==> src/rtl/sseg_spi_rx.sv <==
// Display-link frame receiver: oversamples sclk/sdo/ss on clk_i, deserializes one
// WIDTH-bit frame per ss-low window and presents it on a valid/ready output.
//
// state     | meaning
// WAIT_IDLE | after reset: ignore everything until the synced ss is seen high
// IDLE      | between frames, waiting for ss to fall
// SHIFT     | ss low: shift sdo in on each sclk rising edge
// DELIVER   | ss has risen: check length, then present, drop or flag the frame
module sseg_spi_rx #(
    parameter int WIDTH       = 64,
    parameter int SYNC_STAGES = 2
) (
    input  logic             clk_i,
    input  logic             rst_i,
    input  logic             sclk_i,
    input  logic             sdo_i,
    input  logic             ss_i,
    output logic [WIDTH-1:0] data_o,
    output logic             vld_o,
    input  logic             rdy_i,
    output logic             err_o,
    output logic             ovf_o
);

    localparam int CNT_W   = $clog2(WIDTH + 2);
    localparam int FLUSH   = SYNC_STAGES + 2;
    localparam int FLUSH_W = $clog2(FLUSH + 1);
    localparam logic [CNT_W-1:0]   CNT_FULL = CNT_W'(WIDTH);
    localparam logic [CNT_W-1:0]   CNT_SAT  = CNT_W'(WIDTH + 1);
    localparam logic [FLUSH_W-1:0] FLUSH_LD = FLUSH_W'(FLUSH);

    typedef enum logic [1:0] {
        WAIT_IDLE,
        IDLE,
        SHIFT,
        DELIVER
    } state_t;

    logic [SYNC_STAGES-1:0] sclk_sync_q;
    logic [SYNC_STAGES-1:0] sdo_sync_q;
    logic [SYNC_STAGES-1:0] ss_sync_q;
    logic                   sclk_s;
    logic                   sdo_s;
    logic                   ss_s;
    logic                   sclk_d1_q;
    logic                   ss_d1_q;

    logic                   sclk_rise_q;
    logic                   ss_rise_q;
    logic                   ss_fall_q;
    logic                   ss_lvl_q;
    logic                   sdo_q;

    state_t                 state_q, state_d;
    logic [CNT_W-1:0]       cnt_q, cnt_d;
    logic [WIDTH-1:0]       shift_q, shift_d;
    logic [WIDTH-1:0]       data_q, data_d;
    logic                   vld_q, vld_d;
    logic                   err_q, err_d;
    logic                   ovf_q, ovf_d;
    logic [FLUSH_W-1:0]     flush_q, flush_d;

    assign sclk_s = sclk_sync_q[SYNC_STAGES-1];
    assign sdo_s  = sdo_sync_q[SYNC_STAGES-1];
    assign ss_s   = ss_sync_q[SYNC_STAGES-1];

    // Synchronizers and edge detect; the edge pulses are registered together with
    // the matching sdo/ss levels so the FSM sees one aligned snapshot.
    always_ff @(posedge clk_i) begin
        if (rst_i) begin
            sclk_sync_q <= '0;
            sdo_sync_q  <= '0;
            ss_sync_q   <= '1;
            sclk_d1_q   <= 1'b0;
            ss_d1_q     <= 1'b1;
            sclk_rise_q <= 1'b0;
            ss_rise_q   <= 1'b0;
            ss_fall_q   <= 1'b0;
            ss_lvl_q    <= 1'b1;
            sdo_q       <= 1'b0;
        end else begin
            sclk_sync_q <= {sclk_sync_q[SYNC_STAGES-2:0], sclk_i};
            sdo_sync_q  <= {sdo_sync_q[SYNC_STAGES-2:0], sdo_i};
            ss_sync_q   <= {ss_sync_q[SYNC_STAGES-2:0], ss_i};
            sclk_d1_q   <= sclk_s;
            ss_d1_q     <= ss_s;
            sclk_rise_q <= sclk_s & ~sclk_d1_q;
            ss_rise_q   <= ss_s & ~ss_d1_q;
            ss_fall_q   <= ~ss_s & ss_d1_q;
            ss_lvl_q    <= ss_s;
            sdo_q       <= sdo_s;
        end
    end

    always_ff @(posedge clk_i) begin
        if (rst_i) begin
            state_q <= WAIT_IDLE;
            cnt_q   <= '0;
            shift_q <= '0;
            data_q  <= '0;
            vld_q   <= 1'b0;
            err_q   <= 1'b0;
            ovf_q   <= 1'b0;
            flush_q <= FLUSH_LD;
        end else begin
            state_q <= state_d;
            cnt_q   <= cnt_d;
            shift_q <= shift_d;
            data_q  <= data_d;
            vld_q   <= vld_d;
            err_q   <= err_d;
            ovf_q   <= ovf_d;
            flush_q <= flush_d;
        end
    end

    always_comb begin
        state_d = state_q;
        cnt_d   = cnt_q;
        shift_d = shift_q;
        data_d  = data_q;
        vld_d   = vld_q & ~rdy_i;
        err_d   = 1'b0;
        ovf_d   = 1'b0;
        flush_d = flush_q;
        if (flush_q != '0) begin
            flush_d = flush_q - 1'b1;
        end

        case (state_q)
            // The synchronizers reload the idle level on reset, so the synced ss is
            // only trusted once the flush timer has let the real pin value through.
            WAIT_IDLE: begin
                if ((flush_q == '0) && ss_lvl_q) begin
                    state_d = IDLE;
                end
            end
            IDLE: begin
                if (ss_fall_q) begin
                    state_d = SHIFT;
                    cnt_d   = '0;
                    shift_d = '0;
                end
            end
            SHIFT: begin
                if (ss_rise_q) begin
                    state_d = DELIVER;
                end else if (sclk_rise_q && !ss_lvl_q) begin
                    shift_d = {shift_q[WIDTH-2:0], sdo_q};
                    if (cnt_q != CNT_SAT) begin
                        cnt_d = cnt_q + 1'b1;
                    end
                end
            end
            DELIVER: begin
                state_d = IDLE;
                if (cnt_q != CNT_FULL) begin
                    err_d = 1'b1;
                end else if (!vld_q || rdy_i) begin
                    data_d = shift_q;
                    vld_d  = 1'b1;
                end else begin
                    ovf_d = 1'b1;
                end
                if (ss_fall_q) begin
                    state_d = SHIFT;
                    cnt_d   = '0;
                    shift_d = '0;
                end
            end
            default: begin
                state_d = WAIT_IDLE;
            end
        endcase
    end

    assign data_o = data_q;
    assign vld_o  = vld_q;
    assign err_o  = err_q;
    assign ovf_o  = ovf_q;

endmodule

==> config.mk <==
export PLATFORM = sky130hd
export DESIGN_NAME = sseg_spi_rx
export DESIGN_NICKNAME = d
export VERILOG_FILES = /design/src/rtl/sseg_spi_rx.sv
export SDC_FILE = /design/constraint.sdc
export NUM_CORES = 1
export LEC_CHECK = 0
export CORE_MARGIN = 8
export CORE_UTILIZATION = 58
export CTS_CLUSTER_SIZE = 14
export DETAILED_ROUTE_END_ITERATION = 7
export GPL_TIMING_DRIVEN = 0
export PLACE_DENSITY = 0.84
export SYNTH_ARGS = -nofsm -noshare
export SYNTH_HDL_FRONTEND = slang
export SYNTH_SLANG_ARGS = --single-unit
==> constraint.sdc <==
create_clock -name clk_i -period 4.5 [get_ports clk_i]
set_input_delay 0.675 -clock clk_i [delete_from_list [all_inputs] [get_ports clk_i]]
set_output_delay 0.675 -clock clk_i [all_outputs]
set_load 0.1 [all_outputs]
==> results.cfg, run 1 <==
[pwr]
leakagePower_nw = 2.36
power.share.clock_pct = 48.1
power_per_cell_area_nw_per_um2 = 421
vdd_drop_max_uv = 302
p_seq_share_pct = 48.6
p_int_mw = 2.23
p_sw_uw = 659
comb_power_share_pct = 3.3
finalPower_mw = 2.89
switching_share_pct = 22.8

[clock_tree]
clock_sink_count = 155
cts_made_buffers = 17
cts_resized = 0
clk_pin_slew_ns = 0.06
post_cts_buffers = 0
cts_hold_buffers = 0
max-clock-path-buffers = 2
clk_latency_ns = 0.53
cts_tree = yes
cts-root-buf = clkbuf_8
ctsHtreeMaxLevel = 4

[sta]
setup_viol = 0
rsz0062_at_grt = no
fmax_mhz = 366
tightestPinTransition_ns = 0.995
maxSlewViolCount = 0
finalCriticalPeriod_ns = 2.73
skew_ns = 0.00865
holdWs_ns = 0.406
min_period_over_period_pct = 60.6
finalHoldViolCount = 0
setup_tns_ns = 0
slew_headroom_pct = 33.5

[floorplan]
rows = 35
floorplan.initialDensity_pct = 59.2
core_area_um2 = 9150
io_pins = 73
die_h_um = 113
dieWidth_um = 113
die_area_um2 = 12700

[detailed_routing]
wl_per_cell_um = 15.1
vias = 4568
route.detailed.drc = 0
drt_wl_total_mm = 12.3
dr.pass1.iters = 5
routed_via_density = 5.60
ant_nets = 0
drt_iter0_drc = 326

[worst_setup_path]
arrival_ns = 2.05
crit_buf_inv = 1
cp_slowest_stage_delay_ns = 1.16
cp_cell_sequence = clkdlybuf4s50_1
rr_startpoint = cnt_q[0]
critical_path_class = reg -> out
path_max_fanout = 2
worst-r2r-setup-slack_ns = 2.39
cp-end-kind = output pin
crit_slowest_cell = clkdlybuf4s50_1
cp_data_required_time_ns = 3.83
rr_endpoint = data_o[11]
crit_family = buffers and inverters
startpoint_type = register
r2r_cells = 7

[global_routing]
grt_first_pass_wirelength_mm = 20.3
antenna_found_initial = 0
gr-total-overflow = 0
grt_pass1_vias = 4393
grt_max_degree = 17
grt_usage_pct = 19.5

[cells_and_area]
postLayoutCoreUtil_pct = 74.9
synthToLayoutAreaGrowth_pct = 26.5
drive_gt1_share_pct = 9.09
diodes = 0
fillers = 622
mostFrequentLayoutCell = dfxtp_1
regArea_um2 = 3100
layout_common_cells = dfxtp_1, nand2_1, a21oi_1
nets = 702
multi_input_area_um2 = 2020

[logic_synthesis]
synth_mux_area_share_pct = 0
synthSimpleGateAreaFrac_pct = 18.4
postSynthCellCount = 600
synth_xor_xnor_area_share_pct = 0.162
synth_nets = 611
seq_area_frac_synth_pct = 57.2
ys.flop_type = dfxtp_1
synth-seq-cells = 155
synth_adder_area_share_pct = 1.15
synth_top_family_by_area = simple AND/OR/NAND/NOR gates
synth-edff-count = 0
ys_async_sr_fraction_pct = 0
synth_compound_area_share_pct = 17.6
yosysUniqueCellTypes = 33
yosysWarningCount = 0
synth_area_um2 = 5420
syn_area_per_cell_um2 = 9.03

[worst_hold_path]
holdPathStages = 1
min_to = sclk_rise_q
hp-class = reg -> reg
min_from = sclk_d1_q

[placed_design]
gp_congestion = 0.791
hpwl_mm = 8.16
port_buffers = 72

[flow_run]
max-cap-violations = 0

[status]
status = finished, final reports clean
==> area by class of cell <==
class / instances / share of cell area, %
Clock inverter: 13 / 2.28
Clock buffer: 19 / 6.15
Buffer: 45 / 3.94
Sequential cell: 155 / 45.2
Timing Repair Buffer: 72 / 10.5
Multi-Input combinational cell: 393 / 29.5
Tap cell: 111 / 2.03
Inverter: 7 / 0.383
==> flip-flops by register name, indices dropped and copies added, names as in the netlist <==
| register | flops |
|---|---|
| cnt_q | 7 |
| data_o | 64 |
| ss_lvl_q | 1 |
| ovf_o | 1 |
| sclk_sync_q | 2 |
| sdo_q | 1 |
| state_q | 2 |
| err_o | 1 |
| ss_rise_q | 1 |
| ss_fall_q | 1 |
| sclk_d1_q | 1 |
| ss_sync_q | 2 |
| vld_o | 1 |
| flush_q | 3 |
| sclk_rise_q | 1 |
| sdo_sync_q | 2 |
| shift_q | 64 |
==> layer usage <==
metal  track usage [%]  routed length [um]  up-vias
met5                 0                   0        -
met4              8.54                 231        0
met3              5.10                 722       26
met2              33.9                6320      158
met1              22.1                5020     2165
li1                  -                   -     2219
==> cell usage after synthesis (3+ instances only) <==
master | n | area (um^2)
clkbuf_1 | 19 | 71.3
buf_8 | 6 | 90.1
or2_2 | 4 | 25.0
and2_1 | 3 | 18.8
a22oi_1 | 64 | 480
dfxtp_1 | 155 | 3100
ha_1 | 5 | 62.6
or3_1 | 5 | 31.3
buf_2 | 18 | 90.1
o31ai_1 | 3 | 22.5
nand2_1 | 132 | 495
o21ai_0 | 5 | 25.0
nor2b_1 | 7 | 43.8
inv_1 | 7 | 26.3
nor2_1 | 69 | 259
a21oi_1 | 74 | 370
==> power by group through the flow <==
stage / clock network, mW / logic (mW) / registers [mW]
2_1_floorplan: 0 / 0.0697 / 1.43
5_1_grt: 1.46 / 0.107 / 1.41
3_3_place_gp: 0 / 0.0861 / 1.43
3_5_place_dp: 0 / 0.0935 / 1.43
4_1_cts: 1.39 / 0.0967 / 1.40
6_report: 1.39 / 0.0959 / 1.40
==> through the flow <==
| step | area [um^2] | worst slack [ns] | std cells |
|---|---|---|---|
| 2_1_floorplan | 5420 | 2.49 | 600 |
| 3_3_place_gp | 6280 | 2.05 | 783 |
| 3_5_place_dp | 6280 | 2.00 | 783 |
| 4_1_cts | 6860 | 1.76 | 815 |
| 5_1_grt | 6860 | 1.74 | 815 |
| 6_report | 6860 | 1.77 | 815 |
==> worst register-to-register path, cell delays in order, from the launching register on <==
cell      delay [ns]
dfxtp_1         0.44
inv_1           0.08
ha_1            0.22
and3_1          0.20
nand4_1         0.37
clkbuf_1        0.40
nand2_1         0.13
a21oi_1         0.20
==> cell families after synthesis <==
group / count (synthesis)
AO/OA/AOI/OAI: 151
XOR/XNOR: 1
adder cells (fa/ha/maj): 5
buffers and inverters: 52
flip-flops: 155
AND/OR/NAND/NOR: 236
==> how the worst max path moves through the flow <==
stage / depth (start not counted) / from / endpoint
5_1_grt: 1 / data_o[1] / data_o[1]
6_report: 1 / data_o[5] / data_o[5]
2_1_floorplan: 5 / vld_o / data_o[10]
3_5_place_dp: 6 / rdy_i / data_o[11]
4_1_cts: 1 / data_o[1] / data_o[1]
3_3_place_gp: 6 / rdy_i / data_o[42]
Note: power is estimated with default switching activity, not from simulation.
==> run 2, diff against run 1 <==
Settings changed: CORE_UTILIZATION 58 to 49, PLACE_DENSITY 0.84 to 0.75.
Clock period 4.5 ns to 2.5 ns, I/O delays scaled along.
==> run 2 against run 1 <==
Design area grew 1.9%. Wire length down 2.2%. Sequential power up 81%. Clock power rose by 110%. Sequential share of layout area down 0.83 points. Cell count up 3.6%. Critical path type unchanged. Highest routed layer unchanged.
==> results.cfg, run 2 (same netlist as run 1, synthesis figures left out) <==
[detailed_routing]
dr.pass1.iters = 5
wl_per_cell_um = 14.2
route.detailed.drc = 0
vias = 4399
drt_iter0_drc = 314
routed_via_density = 5.21
ant_nets = 0
drt_wl_total_mm = 12.0

[clock_tree]
ctsHtreeMaxLevel = 4
cts_resized = 0
clk_pin_slew_ns = 0.06
cts_tree = yes
cts_made_buffers = 17
clock_sink_count = 155
max-clock-path-buffers = 2
cts-root-buf = clkbuf_8
post_cts_buffers = 0
clk_latency_ns = 0.52
cts_hold_buffers = 0

[floorplan]
rows = 38
die_h_um = 121
dieWidth_um = 121
core_area_um2 = 10800
io_pins = 73
floorplan.initialDensity_pct = 50.0
die_area_um2 = 14700

[cells_and_area]
layout_common_cells = dfxtp_1, nand2_1, a21oi_1
diodes = 0
drive_gt1_share_pct = 9.38
mostFrequentLayoutCell = dfxtp_1
postLayoutCoreUtil_pct = 64.4
nets = 702
synthToLayoutAreaGrowth_pct = 28.9

[sta]
setup_viol = 0
skew_ns = 0.00560
slew_headroom_pct = 33.8
tightestPinTransition_ns = 0.989
finalHoldViolCount = 0
fmax_mhz = 411
rsz0062_at_grt = no
setup_tns_ns = 0
finalCriticalPeriod_ns = 2.43
min_period_over_period_pct = 97.3
maxSlewViolCount = 0

[pwr]
switching_share_pct = 20.4
leakagePower_nw = 2.41
vdd_drop_max_uv = 454
power.share.clock_pct = 51.5
finalPower_mw = 5.56
p_sw_mw = 1.14
p_seq_share_pct = 45.5
comb_power_share_pct = 3.0
power_per_cell_area_nw_per_um2 = 796
p_int_mw = 4.42

[global_routing]
antenna_found_initial = 0
grt_pass1_vias = 4286
grt_usage_pct = 17.0
gr-total-overflow = 0
grt_max_degree = 17
grt_first_pass_wirelength_mm = 20.2

[worst_setup_path]
cp_cell_sequence = clkdlybuf4s50_1
path_max_fanout = 2
path_depth = 1
crit_family = buffers and inverters
crit_buf_inv = 1
cp_slowest_stage_delay_ns = 1.16
r2r_cells = 7
cp_data_required_time_ns = 2.12
startpoint_type = register
crit_slowest_cell = clkdlybuf4s50_1
arrival_ns = 2.06
critical_path_class = reg -> out
cp-end-kind = output pin

[worst_hold_path]
hp-class = reg -> reg
holdPathStages = 1

[placed_design]
port_buffers = 72
gp_congestion = 0.780
hpwl_mm = 8.23

[status]
status = finished, final reports clean

[flow_run]
max-cap-violations = 0
==> run 2: cell types whose count changed in the layout (fill, tap and decap cells not counted), sizes merged <==
| cell | change |
|---|---|
| bufinv | +4 |
| clkbuf | -1 |
| clkinv | +2 |
| inv | -5 |
==> run 2: power by group through the flow <==
stage	logic [mW]	clock network (mW)	registers [mW]
2_1_floorplan	0.125	0	2.58
3_3_place_gp	0.157	0	2.58
3_5_place_dp	0.166	0	2.58
4_1_cts	0.166	2.90	2.53
5_1_grt	0.190	3.03	2.53
6_report	0.168	2.86	2.53
==> run 2: stage by stage <==
step | std cells | hold WS (ns) | setup slack, ns | cell area (um^2)
3_5_place_dp | 812 | 0.372 | 0.257 | 6320
2_1_floorplan | 600 | 0.367 | 0.493 | 5420
5_1_grt | 844 | 0.395 | 0.0110 | 6990
3_3_place_gp | 812 | 0.374 | 0.258 | 6320
6_report | 844 | 0.386 | 0.0685 | 6990
4_1_cts | 844 | 0.383 | 0.0472 | 6990
==> run 2: per-layer routing <==
metal	wire, um	track usage [%]	up-vias
met5	0	0	-
met4	119	5.78	0
met3	704	5.82	11
met2	5900	28.0	116
met1	5290	20.2	2059
li1	-	-	2213
==> run 2: cell type report <==
| cell class | instances | area, um^2 |
|---|---|---|
| Multi-Input combinational cell | 393 | 2020 |
| Clock inverter | 14 | 241 |
| Tap cell | 140 | 175 |
| Sequential cell | 155 | 3100 |
| Buffer | 45 | 270 |
| Clock buffer | 18 | 428 |
| Timing Repair Buffer | 72 | 721 |
| Fill cell | 890 | 3850 |
| Inverter | 7 | 26.3 |
==> run 2: worst paths after layout <==
path         startpoint           to  slack [ns]
max reg2reg    cnt_q[0]   data_o[41]        0.44
min           sclk_d1_q  sclk_rise_q        0.39
max           data_o[0]    data_o[0]        0.07
min reg2reg   sclk_d1_q  sclk_rise_q        0.39
==> run 3, diff against run 2 <==
Settings changed: CORE_MARGIN 8 to 2.
==> run 3 against run 2 <==
Register-to-register slack lost 0.09 ns. Global-route usage grew 3.5 points. Critical path depth is the same. Non-clock buffer count unchanged. Sequential power about the same. Worst setup slack better by 0.0071 ns. Cell count is 0.12% lower.
==> results.cfg, run 3 (same netlist as run 1, synthesis figures left out) <==
[status]
status = finished, final reports clean

[clock_tree]
clk_latency_ns = 0.53
cts-root-buf = clkbuf_8
cts_tree = yes
cts_hold_buffers = 0
post_cts_buffers = 0
cts_made_buffers = 17
clk_pin_slew_ns = 0.06
max-clock-path-buffers = 2
clock_sink_count = 155
ctsHtreeMaxLevel = 4
cts_resized = 0

[sta]
min_period_over_period_pct = 97.0
tightestPinTransition_ns = 0.990
maxSlewViolCount = 0
rsz0062_at_grt = no
fmax_mhz = 412
holdWs_ns = 0.397
setup_viol = 0
setup_tns_ns = 0
finalHoldViolCount = 0
slew_headroom_pct = 33.8
skew_ns = 0.00465
finalCriticalPeriod_ns = 2.42

[global_routing]
grt_pass1_vias = 4242
grt_max_degree = 17
grt_usage_pct = 20.5
grt_first_pass_wirelength_mm = 19.2
antenna_found_initial = 0
gr-total-overflow = 0

[worst_setup_path]
cp_data_required_time_ns = 2.12
arrival_ns = 2.05
crit_slowest_cell = clkdlybuf4s50_1
startpoint_type = register
path_max_fanout = 2
cp-end-kind = output pin
crit_family = buffers and inverters
crit_buf_inv = 1
critical_path_class = reg -> out
cp_slowest_stage_delay_ns = 1.15
cp_cell_sequence = clkdlybuf4s50_1

[detailed_routing]
wl_per_cell_um = 13.7
vias = 4434
wl_met1_mm = 5.14
routed_via_density = 5.26
route.detailed.drc = 0
dr.pass1.iters = 5
wl_met2_mm = 5.74
drt_iter0_drc = 243
topRoutingLayerUsed = met4
ant_nets = 0
drt_wl_total_mm = 11.6
met3_length_um = 483

[pwr]
power_per_cell_area_nw_per_um2 = 753
vdd_drop_max_uv = 513
leakagePower_nw = 2.37

[cells_and_area]
layout_common_cells = dfxtp_1, nand2_1, a21oi_1
diodes = 0
instances_no_fill = 843
multi_input_area_um2 = 2020
drive_gt1_share_pct = 8.53
final_area_um2 = 6890
nets = 702
postLayoutCoreUtil_pct = 63.9
synthToLayoutAreaGrowth_pct = 27.1
mostFrequentLayoutCell = dfxtp_1
fillers = 902
regArea_um2 = 3100

[floorplan]
die_area_um2 = 11900
die_h_um = 109
io_pins = 73
rows = 38
floorplan.initialDensity_pct = 50.2
core_area_um2 = 10800
dieWidth_um = 109

[placed_design]
dp.cells = 812
placed_cell_area_um2 = 6320
port_buffers = 72
hpwl_mm = 7.83
gp_congestion = 0.767

[worst_hold_path]
hp-class = in -> reg

[flow_run]
max-cap-violations = 0
[run 3: changes by cell type in the layout (fill, tap and decap cells not counted)]
cell,change
inv_6,-1
clkinv_2,+1
bufinv_16,-3
clkinvlp_4,-2
clkbuf_8,+1
clkinv_4,-2
clkbuf_1,+5
[run 3: metal layers]
layer  GRT usage, %  up-vias
met2           34.5      106
li1               -     2210
met3           4.42       18
met4           9.40        0
met1           25.1     2100
met5              0        -
[run 3: path summary, 6_finish.rpt]
check	slack [ns]	to	cells after the start	start
worst max-delay path	0.08	data_o[2]	1	data_o[2]
worst min-delay path	0.40	sclk_sync_q[0]	2	sclk_i
worst max register to register	0.35	data_o[11]	7	cnt_q[0]
worst min register to register	0.40	sclk_rise_q	1	sclk_d1_q
[run 3: final cells by class]
| class | count | area share, % |
|---|---|---|
| Tap cell | 140 | 2.54 |
| Clock inverter | 7 | 1.67 |
| Timing Repair Buffer | 72 | 10.5 |
| Clock buffer | 24 | 6.68 |
| Buffer | 45 | 3.92 |
| Multi-Input combinational cell | 393 | 29.3 |
| Inverter | 7 | 0.381 |
| Sequential cell | 155 | 45.0 |
[run 3: power breakdown]
part / switching [mW] / total, mW / internal [mW]
combinational: 0.102 / 0.166 / 0.0641
clock: 0.931 / 2.50 / 1.57
sequential: 0.0245 / 2.53 / 2.51
total: 1.06 / 5.19 / 4.13
[run 3: per-stage QoR]
step	total power [mW]	setup slack, ns
floorplan	2.70	0.493
global placement	2.74	0.208
detailed placement	2.75	0.205
CTS	5.23	0.0659
global route	5.37	0.0350
finish	5.19	0.0756
